==> src/rtl/quat_pkg.sv <==
// Shared definitions for the quaternion operand loader.
//   DATA_W     operand word width (float32)
//   NUM_WORDS  words per frame (quaternion A then quaternion B)
//   IDX_W      width of the in-frame word index
//   state_t    loader FSM states
//   ONE / TWO  float32 constants handy for stimulus
package quat_pkg;

    localparam int DATA_W    = 32;
    localparam int NUM_WORDS = 8;
    localparam int IDX_W     = 3;

    typedef enum logic [1:0] {
        LOAD    = 2'd0,
        DISCARD = 2'd1,
        ISSUE   = 2'd2,
        WAIT    = 2'd3
    } state_t;

    localparam logic [31:0] ONE = 32'h3F80_0000;
    localparam logic [31:0] TWO = 32'h4000_0000;

endpackage

==> src/rtl/quat_watchdog.sv <==
// Result watchdog for the operand loader.
//   clk, rst   clock, asynchronous active-high reset
//   clear      zero the counter (asserted the cycle before waiting starts)
//   enable     count this cycle
//   expire     high while enabled and the counter sits at TIMEOUT_CYC-1
module quat_watchdog #(
    parameter int TIMEOUT_CYC = 64
) (
    input  logic clk,
    input  logic rst,
    input  logic clear,
    input  logic enable,
    output logic expire
);

    localparam logic [15:0] LIMIT = 16'(TIMEOUT_CYC - 1);

    logic [15:0] cnt_q;

    always_ff @(posedge clk or posedge rst) begin
        if (rst) begin
            cnt_q <= '0;
        end else if (clear) begin
            cnt_q <= '0;
        end else if (enable) begin
            cnt_q <= cnt_q + 16'd1;
        end
    end

    // The owner leaves its wait state on expiry, so the counter never
    // needs to saturate.
    assign expire = enable && (cnt_q == LIMIT);

endmodule

==> src/rtl/quaternion_operand_loader.sv <==
// Serial-to-parallel operand feeder for the quaternion product array.
// Collects eight float32 words (A.w,A.x,A.y,A.z,B.w,B.x,B.y,B.z), issues
// them with one-cycle strobes, then waits for the array's result.
//
// Handshake: a word transfers on a rising clk edge when s_valid and s_ready
// are both high; s_valid/s_data/s_last must hold until that edge. s_ready is
// high only in LOAD and DISCARD, and low whenever rst is high.
//
// Ports:
//   clk, rst                   clock, asynchronous active-high reset
//   s_valid, s_data, s_last    upstream word stream (s_last on word 8)
//   s_ready                    loader accepts a word this cycle
//   q00..q03 / q00_valid..     quaternion A words and strobes
//   q10..q13 / q10_valid..     quaternion B words and strobes
//   res_valid                  result valid from the product array
//   busy                       high in ISSUE or WAIT
//   done                       one-cycle pulse, result received
//   err_framing                one-cycle pulse, s_last misplaced
//   err_timeout                one-cycle pulse, result never arrived
//   frames_issued              count of ISSUE cycles, wraps
//   dbg_state                  current FSM state
module quaternion_operand_loader
    import quat_pkg::*;
#(
    parameter int DATA_W      = 32,
    parameter int TIMEOUT_CYC = 64,
    parameter int CNT_W       = 16
) (
    input  logic              clk,
    input  logic              rst,
    input  logic              s_valid,
    input  logic [DATA_W-1:0] s_data,
    input  logic              s_last,
    output logic              s_ready,
    output logic              q00_valid,
    output logic              q01_valid,
    output logic              q02_valid,
    output logic              q03_valid,
    output logic [DATA_W-1:0] q00,
    output logic [DATA_W-1:0] q01,
    output logic [DATA_W-1:0] q02,
    output logic [DATA_W-1:0] q03,
    output logic              q10_valid,
    output logic              q11_valid,
    output logic              q12_valid,
    output logic              q13_valid,
    output logic [DATA_W-1:0] q10,
    output logic [DATA_W-1:0] q11,
    output logic [DATA_W-1:0] q12,
    output logic [DATA_W-1:0] q13,
    input  logic              res_valid,
    output logic              busy,
    output logic              done,
    output logic              err_framing,
    output logic              err_timeout,
    output logic [CNT_W-1:0]  frames_issued,
    output state_t            dbg_state
);

    localparam logic [IDX_W-1:0] LAST_IDX = IDX_W'(NUM_WORDS - 1);

    state_t             state_q, state_d;
    logic [IDX_W-1:0]   idx_q, idx_d;
    logic [DATA_W-1:0]  opnd_q [NUM_WORDS];
    logic [CNT_W-1:0]   frames_q;
    logic               done_q, framing_q, timeout_q;
    logic               done_d, framing_d, timeout_d;
    logic               wr_en;
    logic               accept;
    logic               expire;
    logic               in_issue;

    // rst gates s_ready directly so no beat can be taken while reset is held.
    assign s_ready  = !rst && ((state_q == LOAD) || (state_q == DISCARD));
    assign accept   = s_valid && s_ready;
    assign in_issue = (state_q == ISSUE);

    always_comb begin
        state_d   = state_q;
        idx_d     = idx_q;
        done_d    = 1'b0;
        framing_d = 1'b0;
        timeout_d = 1'b0;
        wr_en     = 1'b0;
        case (state_q)
            LOAD: begin
                if (accept) begin
                    wr_en = 1'b1;
                    if (idx_q != LAST_IDX) begin
                        if (s_last) begin
                            // Short frame: drop it and restart at word 0.
                            framing_d = 1'b1;
                            idx_d     = '0;
                        end else begin
                            idx_d = idx_q + 1'b1;
                        end
                    end else begin
                        idx_d = '0;
                        if (s_last) begin
                            state_d = ISSUE;
                        end else begin
                            // Long frame: flag once, then swallow to s_last.
                            framing_d = 1'b1;
                            state_d   = DISCARD;
                        end
                    end
                end
            end
            DISCARD: begin
                if (accept && s_last) begin
                    state_d = LOAD;
                    idx_d   = '0;
                end
            end
            ISSUE: begin
                state_d = WAIT;
            end
            WAIT: begin
                // A result arriving on the expiry cycle still counts as done.
                if (res_valid) begin
                    done_d  = 1'b1;
                    state_d = LOAD;
                end else if (expire) begin
                    timeout_d = 1'b1;
                    state_d   = LOAD;
                end
            end
            default: begin
                state_d = LOAD;
                idx_d   = '0;
            end
        endcase
    end

    always_ff @(posedge clk or posedge rst) begin
        if (rst) begin
            state_q   <= LOAD;
            idx_q     <= '0;
            frames_q  <= '0;
            done_q    <= 1'b0;
            framing_q <= 1'b0;
            timeout_q <= 1'b0;
            for (int i = 0; i < NUM_WORDS; i++) begin
                opnd_q[i] <= '0;
            end
        end else begin
            state_q   <= state_d;
            idx_q     <= idx_d;
            done_q    <= done_d;
            framing_q <= framing_d;
            timeout_q <= timeout_d;
            if (wr_en) begin
                opnd_q[idx_q] <= s_data;
            end
            // Count on the edge into ISSUE so the new total is visible
            // alongside the strobes.
            if ((state_q == LOAD) && (state_d == ISSUE)) begin
                frames_q <= frames_q + CNT_W'(1);
            end
        end
    end

    quat_watchdog #(
        .TIMEOUT_CYC (TIMEOUT_CYC)
    ) u_watchdog (
        .clk    (clk),
        .rst    (rst),
        .clear  (in_issue),
        .enable (state_q == WAIT),
        .expire (expire)
    );

    assign q00 = opnd_q[0];
    assign q01 = opnd_q[1];
    assign q02 = opnd_q[2];
    assign q03 = opnd_q[3];
    assign q10 = opnd_q[4];
    assign q11 = opnd_q[5];
    assign q12 = opnd_q[6];
    assign q13 = opnd_q[7];

    assign q00_valid = in_issue;
    assign q01_valid = in_issue;
    assign q02_valid = in_issue;
    assign q03_valid = in_issue;
    assign q10_valid = in_issue;
    assign q11_valid = in_issue;
    assign q12_valid = in_issue;
    assign q13_valid = in_issue;

    assign busy          = (state_q == ISSUE) || (state_q == WAIT);
    assign done          = done_q;
    assign err_framing   = framing_q;
    assign err_timeout   = timeout_q;
    assign frames_issued = frames_q;
    assign dbg_state     = state_q;

endmodule

==> config.mk <==
export PLATFORM = sky130hd
export DESIGN_NAME = quaternion_operand_loader
export DESIGN_NICKNAME = d
export VERILOG_FILES = /design/src/rtl/quat_pkg.sv /design/src/rtl/quat_watchdog.sv /design/src/rtl/quaternion_operand_loader.sv
export SDC_FILE = /design/constraint.sdc
export NUM_CORES = 1
export LEC_CHECK = 0
export BUFFER_PORTS_ARGS = -buffer_cell sky130_fd_sc_hd__buf_2
export CORE_AREA = 2 2 123 215
export CTS_CLUSTER_SIZE = 20
export DETAILED_ROUTE_END_ITERATION = 10
export DIE_AREA = 0 0 125 217
export HOLD_SLACK_MARGIN = 0.05
export PLACE_DENSITY = 0.82
export REMOVE_ABC_BUFFERS = 1
export SLEW_MARGIN = 20
export SYNTH_ARGS = -nofsm -noshare
export SYNTH_HDL_FRONTEND = slang
export SYNTH_SLANG_ARGS = --single-unit
==> constraint.sdc <==
create_clock -name clk -period 20.6 [get_ports clk]
set_input_delay 6.18 -clock clk [delete_from_list [all_inputs] [get_ports clk]]
set_output_delay 6.18 -clock clk [all_outputs]
set_load 0.03 [all_outputs]
---- Word level (Yosys, flattened, before mapping) ----
Cells that the tools add are included.
word-level totals
  bits in registers ....................... 296
  ROM bits ................................ 0
  memories ................................ 0
  RAM bits ................................ 0
  logic and storage cells ................. 71
  bits in latches ......................... 0
  input port bits ......................... 37
  output and inout bits ................... 287
cells by class
  multiply operators ...................... 0
  reductions and logical operators ........ 13
  div/mod/pow operators ................... 0
  shift operators ......................... 0
  muxes and demuxes ....................... 29
  equality and inequality tests ........... 8
  $lt $le $gt $ge ......................... 2
  bitwise operators ....................... 1
  add/sub/neg operators ................... 3
operator list
  operator               count
  $bwmux 256             1
  $demux 32 s3           1
  $add 16x1->16 const B  2
  $mux 16                2
  $mux 32                1
  $eq 16x6->1 const B    1
  $mux 1                 12
  $mux 2                 6
  $mux 3                 4
  $pmux 2 s4             1
  $eq 2x2->1 const B     3
  $logic_and 1x1->1      6
  $pmux 3 s2             1
  $ge 4x4->1 const B     1
  $lt 4x1->1 const B     1
  $not 3->4              1
  $reduce_bool 2->1      2
  $add 3x1->3 const B    1
  $ne 3x3->1 const B     1
  $reduce_and 3->1       1
  $eq 2x1->1 const B     1
  $logic_not 2->1        1
  $logic_or 1x1->1       2
  $ne 2x1->1 const B     1
  2 further kinds        2

---- Longest topological paths before layout ----
  depth after elaboration ................. 9
  mapped depth ............................ 6
  gate-level depth less buffers ........... 6

---- By module ----
From an unflattened synthesis, not the netlist that was laid out.
second synthesis, totals
  cells, all modules ...................... 740
  area total of the unflattened synthesis .. 11557.3 um2
modules (own cells, without submodules)
  module                     instances  area an instance (um2)  cells each  seq. area each (um2)
  quaternion_operand_loader  1          10712.8                 656         7006.7
  quat_watchdog              1          844.6                   84          400.4

---- Worst setup path before layout ----
OpenSTA, ideal clock, no wires.
  path type ............................... input to output
  start point ............................. input rst
  end point ............................... output s_ready
  required time ........................... 14.420 ns
  cell stages on the path ................. 1
  data arrival time ....................... 6.582 ns
  setup slack ............................. 7.838 ns
  buffers on the path ..................... 0
  path through ............................ nor2_1
on the way
  word-level cells in the longest chain between the ends .. 2
RTL lines
  item                              line                             text
  start: declaration                quaternion_operand_loader.sv:30  input logic rst,
  $logic_not 1->1 (no source line)  -
  $logic_and 1x1->1                 quaternion_operand_loader.sv:74  assign s_ready = !rst && ((state_q == LOAD) || (state_q == DISCARD));
  end: declaration                  quaternion_operand_loader.sv:34  output logic s_ready,
No other way between the ends.

---- Final worst setup path ----
Same ends and word-level chain as after synthesis.

==> impl_metrics.json <==
{
  "status": "finished, final reports clean",
  "drive_gt1_share_pct": 58.5,
  "combPwrFrac_pct": 39.3,
  "met3_length_mm": 1.27,
  "fmax_mhz": 78.2,
  "grt_pass1_vias": 7623,
  "post-place-ws_ns": 7.81,
  "critPathTopFamily": "buffers and inverters",
  "start_util_pct": 45.3,
  "postSynthAreaPerCell_um2": 15.5,
  "powerDensity_nw_per_um2": 158,
  "die_height_um": 217,
  "worst_setup_path_end_kind": "primary output",
  "worstHoldPathType": "reg2reg",
  "synthArstFlopShare_pct": 100,
  "clock_skew_ns": 0.0175,
  "max_stage_delay_ns": 0.21,
  "intPower_mw": 1.35,
  "port_buffers": 323,
  "peakVddDrop_mv": 0.0841,
  "path_cells": "buf_2 > nor2_1 > buf_2",
  "wl_per_cell_um": 20.2,
  "fp.dieW_um": 125,
  "slew_headroom_pct": 32.3,
  "overflow": 0,
  "worst_slack_ns": 7.81,
  "diodes": 0,
  "p_leak_nw": 7.78,
  "cts_sinks": 296,
  "maxSlewViolCount": 0,
  "cts_made_buffers": 27,
  "worst-path-buf-inv": 2,
  "rows": 78,
  "power_mw": 2.27,
  "grt_pass1_wl_mm": 43.8,
  "core_area_um2": 25600,
  "cts_max_level": 1,
  "syn_inst": 745,
  "synth_seq_cells": 296,
  "drtIter0Drc": 290,
  "met1_length_mm": 10.4,
  "routed-wl-met2_mm": 15.9,
  "final_core_util_pct": 56.0,
  "cts_root_buf": "clkbuf_16",
  "ys_types": 39,
  "cts_tree": "done",
  "cap_violations": 0,
  "period_minus_slack_ns": 12.79,
  "synth_flop_cell": "dfrtp_1",
  "synthesis.area_um2": 11600,
  "crit_path_start_kind": "input port",
  "rsz0062_at_grt": "no",
  "die_area_um2": 27100,
  "drc": 0,
  "hold_viol_final": 0,
  "sequentialPowerShare_pct": 39.0,
  "path_clk_slew_ns": 0.06,
  "clock_latency_ns": 0.53,
  "worstMarginPinSlew_ns": 1.01,
  "cp_max_fo": 5,
  "highest_layer": "met4",
  "drt-total-wl_mm": 28.5,
  "ant_nets": 0,
  "arrival_ns": 6.61,
  "finalCritPeriodShare_pct": 62.1,
  "critPathMostFrequentCell": "buf_2",
  "grt_usage_pct": 20.5,
  "post_cts_resized": 0,
  "ios": 324,
  "crit_slowest_cell": "buf_2",
  "num_vias": 7447,
  "swShare_pct": 40.5,
  "hold_depth": 1,
  "worst_r2r_path_depth": 5,
  "gp_congestion": 0.833,
  "critPathKind": "in2out",
  "crit_cells": 3,
  "final-setup-viol-count": 0,
  "p_sw_mw": 0.918,
  "ctsHoldBuffers": 0,
  "synth-edff-count": 0,
  "post-dp-hpwl_mm": 19.6,
  "firstDrtPassIters": 4,
  "ys_seq_area_share_pct": 63.9,
  "nNetsFinal": 1110,
  "ctsLongestPathBuffers": 3,
  "tns_ns": 0,
  "critPathRequiredTime_ns": 14.42,
  "cts_setup_buffers": 0,
  "antenna_found_initial": 0,
  "vias_per_cell": 5.29,
  "worst_hold_slack_ns": 0.470,
  "grt_max_degree": 157,
  "yosys_warnings": 0,
  "clock_power_share_pct": 21.8,
  "area_delta_synth_final_pct": 23.7
}
## final timing paths
check	from	endpoint	slack [ns]
worst max-delay path	rst	s_ready	7.81
worst min-delay path	frames_issued[15]$_DFFE_PP0P_	frames_issued[15]$_DFFE_PP0P_	0.47
worst max register to register	dbg_state[1]$_DFF_PP0_	q00[12]$_DFFE_PP0P_	17.59
worst min register to register	frames_issued[15]$_DFFE_PP0P_	frames_issued[15]$_DFFE_PP0P_	0.47
max in group asynchronous	rst	q12[0]$_DFFE_PP0P_	13.39
min in group asynchronous	rst	err_framing$_DFF_PP0_	5.82
## sequential cells by signal, summed over array words and instances (netlist names)
| register | flops |
|---|---|
| q13 | 32 |
| err_framing | 1 |
| err_timeout | 1 |
| q10 | 32 |
| q03 | 32 |
| q02 | 32 |
| frames_issued | 16 |
| idx_q | 3 |
| q01 | 32 |
| done | 1 |
| q12 | 32 |
| q11 | 32 |
| u_watchdog.cnt_q | 16 |
| q00 | 32 |
| dbg_state | 2 |
## through the flow
stage / cells / area, µm²
2_1_floorplan: 707 / 11300
3_3_place_gp: 1360 / 13500
3_5_place_dp: 1360 / 13500
4_1_cts: 1408 / 14300
5_1_grt: 1408 / 14300
6_report: 1408 / 14300
## power by group through the flow
stage	sequential, mW	clock (mW)	combinational, mW
floorplan	1.26	0	0.224
global placement	0.880	0	0.880
detailed placement	0.892	0	0.896
CTS	0.883	0.507	0.898
global route	0.905	0.530	0.925
finish	0.883	0.494	0.890
## kinds of logic after synthesis
| kind of cell | count (synthesis) | share of synthesized area [%] |
|---|---|---|
| buffers and inverters | 46 | 2.52 |
| AOI/OAI and AO/OA | 19 | 1.05 |
| xor gates and xnor gates | 24 | 1.81 |
| adders and majority gates | 4 | 0.432 |
| and+or+nand+nor | 95 | 4.90 |
| DFF | 296 | 63.9 |
| muxes | 261 | 25.3 |
## area by class of cell
cell class	instances	area, µm²
flip-flops and latches	296	7410
fillers	2086	11200
well taps	320	400
clock buffers	37	763
multi-input cells	403	3910
clock inverters	11	108
inverters	8	37.5
repair buffers	333	1700
## placed cells by master, fill, tap and decap left out, types with 6 or more instances in the layout
| master | synthesis | layout |
|---|---|---|
| a21oi_1 | 6 | 6 |
| and3_1 | 9 | 9 |
| buf_2 | 2 | 323 |
| buf_4 | 31 | 9 |
| clkbuf_16 | 0 | 27 |
| clkinv_2 | 0 | 8 |
| dfrtp_1 | 296 | 296 |
| inv_1 | 8 | 7 |
| mux2_1 | 9 | 9 |
| mux2_2 | 249 | 249 |
| nand2_1 | 12 | 12 |
| nand3_1 | 16 | 12 |
| nand4_1 | 11 | 11 |
| nor2_1 | 18 | 18 |
| xnor2_1 | 9 | 9 |
| xor2_1 | 15 | 15 |
## synthesized netlist by cell type (2+ instances only)
master    number  area, µm²
a21oi_1        6       30.0
a22o_1         2       17.5
and3_1         9       56.3
and4_1         4       35.0
buf_2          2       10.0
buf_4         31        233
clkbuf_1       5       18.8
dfrtp_1      296       7410
ha_1           4       50.1
inv_1          8       30.0
mux2_1         9        101
mux2_2       249       2800
mux2i_1        3       30.0
nand2_1       12       45.0
nand2b_1       2       12.5
nand3_1       16       80.1
nand4_1       11       68.8
nor2_1        18       67.6
nor3_1         3       15.0
nor3_4         4       65.1
nor4_1         5       31.3
o21ai_0        5       25.0
or3_1          2       12.5
or4_1          2       15.0
xnor2_1        9       78.8
xor2_1        15        131
## metal layers
layer | up-vias | track usage [%]
met5 | - | 0
met4 | 0 | 7.70
met3 | 59 | 2.88
met2 | 245 | 39.2
met1 | 3843 | 22.9
li1 | 3300 | -
## worst reg2reg max path: stages (launching register included)
cell and delay, ns:
dfrtp_1 0.64, nor2_4 0.29, nand3b_2 0.23, nor3_4 0.83
buf_4 0.49, mux2_2 0.40
Power figures use the tool's default switching activity.
